`config.mk`:
```
export PLATFORM = sky130hd
export DESIGN_NAME = zebra_frame_source
export DESIGN_NICKNAME = d
export VERILOG_FILES = /design/src/rtl/vision_stream_pkg.sv /design/src/rtl/raster_counter.sv /design/src/rtl/zebra_frame_source.sv
export SDC_FILE = /design/constraint.sdc
export NUM_CORES = 1
export LEC_CHECK = 0
export CAP_MARGIN = 20
export CORE_MARGIN = 3
export CORE_UTILIZATION = 40
export CTS_CLUSTER_SIZE = 10
export DETAILED_ROUTE_END_ITERATION = 7
export HOLD_SLACK_MARGIN = 0.08
export PLACE_DENSITY = 0.65
export SLEW_MARGIN = 0
export SYNTH_ARGS = -nofsm -noshare
export SYNTH_HDL_FRONTEND = slang
export SYNTH_SLANG_ARGS = --single-unit
```
`constraint.sdc`:
```
create_clock -name clk -period 3.4 [get_ports clk]
set_clock_uncertainty 0.1 [all_clocks]
set_input_delay 1.02 -clock clk [delete_from_list [all_inputs] [get_ports clk]]
set_output_delay 1.02 -clock clk [all_outputs]
set_load 0.03 [all_outputs]
```
`src/rtl/vision_stream_pkg.sv`:
```
// Shared definitions for the 8-bit grey valid/ready pixel stream: frame geometry,
// stripe levels and the frame-source state encoding reused by sources and detectors.
package vision_stream_pkg;

  typedef enum logic [1:0] {
    IDLE   = 2'd0,
    LOAD   = 2'd1,
    STREAM = 2'd2,
    GAP    = 2'd3
  } src_state_e;

  localparam int         DEF_IMG_WIDTH   = 320;
  localparam int         DEF_IMG_HEIGHT  = 240;
  localparam int         DEF_W           = 8;
  localparam logic [7:0] DEF_WHITE_LEVEL = 8'd220;
  localparam logic [7:0] DEF_BLACK_LEVEL = 8'd30;
  localparam int         DEF_GAP_CYCLES  = 16;

  // Counter width able to hold 0..n-1, never narrower than one bit.
  function automatic int cnt_w(input int n);
    return (n > 1) ? $clog2(n) : 1;
  endfunction

endpackage

```
`src/rtl/raster_counter.sv`:
```
// Row-major x/y position over a WIDTH x HEIGHT frame; advances one pixel per accepted
// transfer and flags end-of-line and end-of-frame for the pixel currently addressed.
module raster_counter
  import vision_stream_pkg::*;
#(
  parameter int WIDTH  = DEF_IMG_WIDTH,
  parameter int HEIGHT = DEF_IMG_HEIGHT
) (
  input  logic                     clk,
  input  logic                     rst_n,
  input  logic                     clear,
  input  logic                     advance,
  output logic [cnt_w(WIDTH)-1:0]  x,
  output logic [cnt_w(HEIGHT)-1:0] y,
  output logic                     eol,
  output logic                     frame_end
);

  localparam int XW = cnt_w(WIDTH);
  localparam int YW = cnt_w(HEIGHT);

  logic last_row;

  assign eol       = (x == XW'(WIDTH - 1));
  assign last_row  = (y == YW'(HEIGHT - 1));
  assign frame_end = advance && eol && last_row;

  // NOTE: sequential state uses non-blocking (<=) so every flop samples pre-edge values regardless of block order.
  always_ff @(posedge clk or negedge rst_n) begin
    if (!rst_n) begin
      x <= '0;
      y <= '0;
    end else if (clear) begin
      x <= '0;
      y <= '0;
    end else if (advance) begin
      if (eol) begin
        x <= '0;
        y <= last_row ? '0 : y + YW'(1);
      end else begin
        x <= x + XW'(1);
      end
    end
  end

endmodule

```
`src/rtl/zebra_frame_source.sv`:
```
// Synthetic raster source: full frames with a band of vertical white/black stripes on a valid/ready stream.
// Build macro ZEBRA_SRC_NOISE_EN adds LFSR noise in [-8,+7] to every pixel, saturating.
module zebra_frame_source
  import vision_stream_pkg::*;
#(
  parameter int             IMG_WIDTH   = DEF_IMG_WIDTH,
  parameter int             IMG_HEIGHT  = DEF_IMG_HEIGHT,
  parameter int             W           = DEF_W,
  parameter logic [W-1:0]   WHITE_LEVEL = W'(DEF_WHITE_LEVEL),
  parameter logic [W-1:0]   BLACK_LEVEL = W'(DEF_BLACK_LEVEL),
  parameter int             GAP_CYCLES  = DEF_GAP_CYCLES
) (
  input  logic                         clk,
  input  logic                         rst_n,
  input  logic                         start,
  input  logic                         continuous,
  input  logic                         stop,
  input  logic [7:0]                   stripe_width,
  input  logic [cnt_w(IMG_HEIGHT)-1:0] band_top,
  input  logic [cnt_w(IMG_HEIGHT)-1:0] band_bot,
  output logic                         y_valid,
  input  logic                         y_ready,
  output logic [W-1:0]                 y_data,
  output logic                         y_sof,
  output logic                         y_eol,
  output logic                         busy,
  output logic [15:0]                  frame_count
);

  localparam int XW = cnt_w(IMG_WIDTH);
  localparam int YW = cnt_w(IMG_HEIGHT);
  localparam int GW = cnt_w(GAP_CYCLES);

  localparam logic [1:0] ST_IDLE   = IDLE;
  localparam logic [1:0] ST_LOAD   = LOAD;
  localparam logic [1:0] ST_STREAM = STREAM;
  localparam logic [1:0] ST_GAP    = GAP;

  logic [1:0]    state;
  logic          stop_pend;
  logic [7:0]    cfg_sw;
  logic [YW-1:0] cfg_top;
  logic [YW-1:0] cfg_bot;
  logic [7:0]    scnt;
  logic          phase;
  logic [GW-1:0] gap_cnt;

  logic          hs;
  logic          eol;
  logic          frame_end;
  logic [XW-1:0] x;
  logic [YW-1:0] y;
  logic          striped;
  logic          stripe_wrap;
  logic [W-1:0]  nominal;
  logic [W-1:0]  pixel;

  assign hs = y_valid && y_ready;

  raster_counter #(
    .WIDTH  (IMG_WIDTH),
    .HEIGHT (IMG_HEIGHT)
  ) u_raster (
    .clk       (clk),
    .rst_n     (rst_n),
    .clear     (state == ST_LOAD),
    .advance   (hs),
    .x         (x),
    .y         (y),
    .eol       (eol),
    .frame_end (frame_end)
  );

  // Outputs derive only from registered state, so they hold still across any stall.
  assign striped     = (y >= cfg_top) && (y <= cfg_bot);
  assign stripe_wrap = (cfg_sw == 8'd0) || (scnt == cfg_sw - 8'd1);
  assign nominal     = (striped && phase) ? WHITE_LEVEL : BLACK_LEVEL;

`ifdef ZEBRA_SRC_NOISE_EN
  logic [15:0]         lfsr;
  logic [15:0]         lfsr_step;
  logic signed [W+1:0] noisy;

  assign lfsr_step = {1'b0, lfsr[15:1]} ^ (lfsr[0] ? 16'hB400 : 16'h0000);
  assign noisy     = $signed({2'b00, nominal}) + $signed({{(W-2){lfsr[3]}}, lfsr[3:0]});

  // NOTE: always_comb assigns a default first so no path leaves pixel unassigned and infers a latch.
  always_comb begin
    pixel = noisy[W-1:0];
    if (noisy < 0) begin
      pixel = '0;
    end else if (noisy > $signed({2'b00, {W{1'b1}}})) begin
      pixel = '1;
    end
  end

  always_ff @(posedge clk or negedge rst_n) begin
    if (!rst_n) begin
      lfsr <= 16'hACE1;
    end else if (hs) begin
      lfsr <= lfsr_step;
    end
  end
`else
  assign pixel = nominal;
`endif

  assign y_data = y_valid ? pixel : '0;
  assign y_sof  = y_valid && (x == '0) && (y == '0);
  assign y_eol  = y_valid && eol;
  assign busy   = (state != ST_IDLE);

  always_ff @(posedge clk or negedge rst_n) begin
    if (!rst_n) begin
      state       <= ST_IDLE;
      stop_pend   <= 1'b0;
      cfg_sw      <= '0;
      cfg_top     <= '0;
      cfg_bot     <= '0;
      scnt        <= '0;
      phase       <= 1'b1;
      gap_cnt     <= '0;
      y_valid     <= 1'b0;
      frame_count <= '0;
    end else begin
      case (state)
        ST_IDLE: begin
          stop_pend <= 1'b0;
          if (start) state <= ST_LOAD;
        end
        ST_LOAD: begin
          cfg_sw  <= stripe_width;
          cfg_top <= band_top;
          cfg_bot <= band_bot;
          scnt    <= '0;
          phase   <= 1'b1;
          y_valid <= 1'b1;
          state   <= ST_STREAM;
          if (stop) stop_pend <= 1'b1;
        end
        ST_STREAM: begin
          if (stop) stop_pend <= 1'b1;
          if (hs) begin
            // Stripe phase restarts white at the first pixel of every row.
            if (eol) begin
              scnt  <= '0;
              phase <= 1'b1;
            end else if (stripe_wrap) begin
              scnt  <= '0;
              phase <= ~phase;
            end else begin
              scnt <= scnt + 8'd1;
            end
            if (frame_end) begin
              y_valid     <= 1'b0;
              frame_count <= frame_count + 16'd1;
              if (stop_pend || stop || !continuous) begin
                state <= ST_IDLE;
              end else begin
                state   <= ST_GAP;
                gap_cnt <= '0;
              end
            end
          end
        end
        ST_GAP: begin
          if (stop) begin
            state <= ST_IDLE;
          end else if (gap_cnt == GW'(GAP_CYCLES - 1)) begin
            state <= ST_LOAD;
          end else begin
            gap_cnt <= gap_cnt + GW'(1);
          end
        end
        default: state <= ST_IDLE;
      endcase
    end
  end

endmodule

```
==> results.ini <==
[status]
outcome = finished clean

[synth]
synth_area_leaders = dfrtp_1 43%, ha_1 8.5%, nand2_1 4.7%
synth_edf_count = 0
synth-seq-cells = 74
yosysSeqAreaShare = 0.433
ys_types = 51
synth_top_area_frac = 0.427
synth_cells = 459
yosys.area.top_type = dfrtp_1
ys_warn_count = 0
ys_top_cells_by_count = 73 x dfrtp_1, 54 x nand2_1, 36 x o21ai_0
synth_area_mm2 = 0.00428
async_reset_ff_frac = 1.00
avgSynthCellArea_um2 = 9.33
yosysMostFrequentCell = dfrtp_1
ys_dominant_reg_cell = dfrtp_1

[drt]
drtIter0Drc = 150
ant_nets = 0
drc = 0
wl_per_cell_um = 14.5
num_vias = 3532
via_per_inst = 5.30
drt_wl_total_um = 9640
dr.pass1.iters = 4

[clocking]
cts_tree = built
cts-root-buf = clkbuf_8
cts_htree_levels = 3
cts_buffers = 9
clock_latency_ns = 0.35
clkSinkCount = 74
clk_pin_slew_ns = 0.08
clockBufferDepth = 2

[layout]
drive_gt1_frac = 0.134
fin_util = 0.512
diodes = 0
syn_to_final_growth_pct = 24.1
finalInstanceArea_mm2 = 0.00531
layout.nets = 584
fillers = 971

[grt]
antenna_found_initial = 0
grt-ovfl-total = 0
grt_max_degree = 31
grt_pass1_wl_um = 16100
gr-usage-all-layers = 0.170
grt_pass1_vias = 3380

[critical_path]
critPathMaxFanout = 8
reg2reg_from = cfg_sw[0]$_DFFE_PN0P_
arrival_ns = 2.19
r2r_cells = 8
reg2reg_to = scnt[3]$_DFFE_PN0P_
r2r_setup_slack_ns = 0.66
crit_type = flop to output pin
cp.required_ns = 2.28
end_kind = output pin
crit_path_start_kind = flop

[pwr]
clock_power_share = 0.216
sequentialPowerShare = 0.387
p_per_area_mw_per_mm2 = 628
p_int_w = 0.00206
p_switching_w = 0.00128
irDropWorstVdd_mv = 0.255
sw_frac_of_total = 0.383
p_comb_frac = 0.397
leakagePower_nw = 2.38

[floorplanning]
die-area_mm2 = 0.0120
die_h_um = 109
start_util = 0.413
io_pins = 58
coreArea_mm2 = 0.0104
dieWidth_um = 109
num_rows = 37

[timing]
tightestPinTransition_ns = 0.707
fin_crit_sh = 0.973
finalHoldViolCount = 0
fin_tns_setup_ns = 0
slew_viol_final = 0
fin_crit_ns = 3.31
setup-violations-final = 0
fmax_mhz = 302
fin_hold_ws_ns = 0.378
maxSlewHeadroom = 0.527

[worst_hold_path]
hold_depth = 1
hold_path_startpoint = frame_count[15]$_DFFE_PN0P_
hold_end = frame_count[15]$_DFFE_PN0P_
worst_hold_path_type = flop to flop

[placement]
io_buffers = 55
place_area_mm2 = 0.00498
finalWeightedCongestion = 0.818
dp_hpwl_um = 7030

[job]
maxCapViolCount = 0

## state kept, by name, summed over array words and instances, names as in the netlist
register,cells
state,2
gap_cnt,4
cfg_bot,8
y_valid,1
phase,1
u_raster.y,8
cfg_top,8
stop_pend,1
cfg_sw,8
frame_count,16
scnt,8
u_raster.x,9
## logic make-up after synthesis
| logic type | count (synthesis) | synth area share |
|---|---|---|
| flip-flops | 74 | 0.433 |
| multiplexers | 12 | 0.0310 |
| adder cells (fa/ha/maj) | 29 | 0.0848 |
| other | 1 | 0.000876 |
| buffers and inverters | 49 | 0.0485 |
| AO/OA/AOI/OAI | 86 | 0.121 |
| AND/OR/NAND/NOR | 176 | 0.212 |
| XOR/XNOR | 32 | 0.0687 |
## critical path, stage by stage (launching register included)
cell and delay, ns:
dfrtp_2 0.48, ha_1 0.33, nand4_1 0.18, o22ai_2 0.24, o311ai_2 0.14, nor3_2 0.25, buf_4 0.20
## metal layers
metal,vias to the layer above,global-route usage,share of wire
met4,0,0.0623,0.019
met3,19,0.0299,0.046
met2,86,0.271,0.47
li1,1728,-,-
met1,1699,0.231,0.47
met5,-,0,0
## power groups by stage
stage	clock (W)	sequential (W)	combinational, W
after floorplan	0	0.00124	0.000987
after global placement	0	0.00130	0.00125
after detailed placement	0	0.00130	0.00129
after CTS	0.000733	0.00129	0.00130
after global routing	0.000769	0.00133	0.00151
final	0.000719	0.00129	0.00132
## layout by cell type (no fill, tap or decap), drive strengths merged, types with 5 or more instances in the layout
cell and n:
xnor2 17, a21oi 17, dfrtp 73, clkbuf 12, xor2 14, nand3 17, ha 29, inv 31
or3 9, nor2b 10, a31oi 7, nand2b 5, nor2 29, nor3 10, mux2 10, nor4 6
nand4 12, buf 21, nand2 55, and3 5, clkdlybuf4s50 49, o21ai 36
## worst max-delay path by stage
| stage | start | endpoint | slack [ns] | cells after the start |
|---|---|---|---|---|
| final | u_raster.y[6]$_DFFE_PN0P_ | y_data[6] | 0.09 | 6 |
| after global routing | u_raster.y[6]$_DFFE_PN0P_ | y_data[6] | -0.04 | 6 |
| after CTS | u_raster.y[5]$_DFFE_PN0P_ | y_data[6] | 0.01 | 8 |
| after detailed placement | y_ready | frame_count[11]$_DFFE_PN0P_ | 0.29 | 8 |
| after global placement | y_ready | frame_count[15]$_DFFE_PN0P_ | 0.32 | 8 |
| after floorplan | u_raster.y[5]$_DFFE_PN0P_ | y_data[7] | 0.15 | 8 |
## cell type report
class	count	area, um^2	share of cell area
Clock buffer	12	155	0.0292
Sequential cell	74	1860	0.350
Timing Repair Buffer	72	674	0.127
Clock inverter	4	50.0	0.00943
Inverter	31	116	0.0219
Multi-Input combinational cell	337	2290	0.430
Tap cell	136	170	0.0320
## repair_timing
action	in CTS	in global routing
endpoints found under the setup margin	3	5
pin swaps	2	4
setup buffers	1	6
endpoints found under the hold margin	0	0
hold buffers	0	0
gates resized for setup	1	18
## through the flow
stage	total power [W]	cells	worst slack, ns
6_report	0.00333	666	0.0922
5_1_grt	0.00361	666	-0.0358
4_1_cts	0.00332	660	0.0114
3_5_place_dp	0.00259	643	0.286
3_3_place_gp	0.00255	643	0.318
2_1_floorplan	0.00223	460	0.150
No activity file was read; power rests on OpenSTA's default activity.
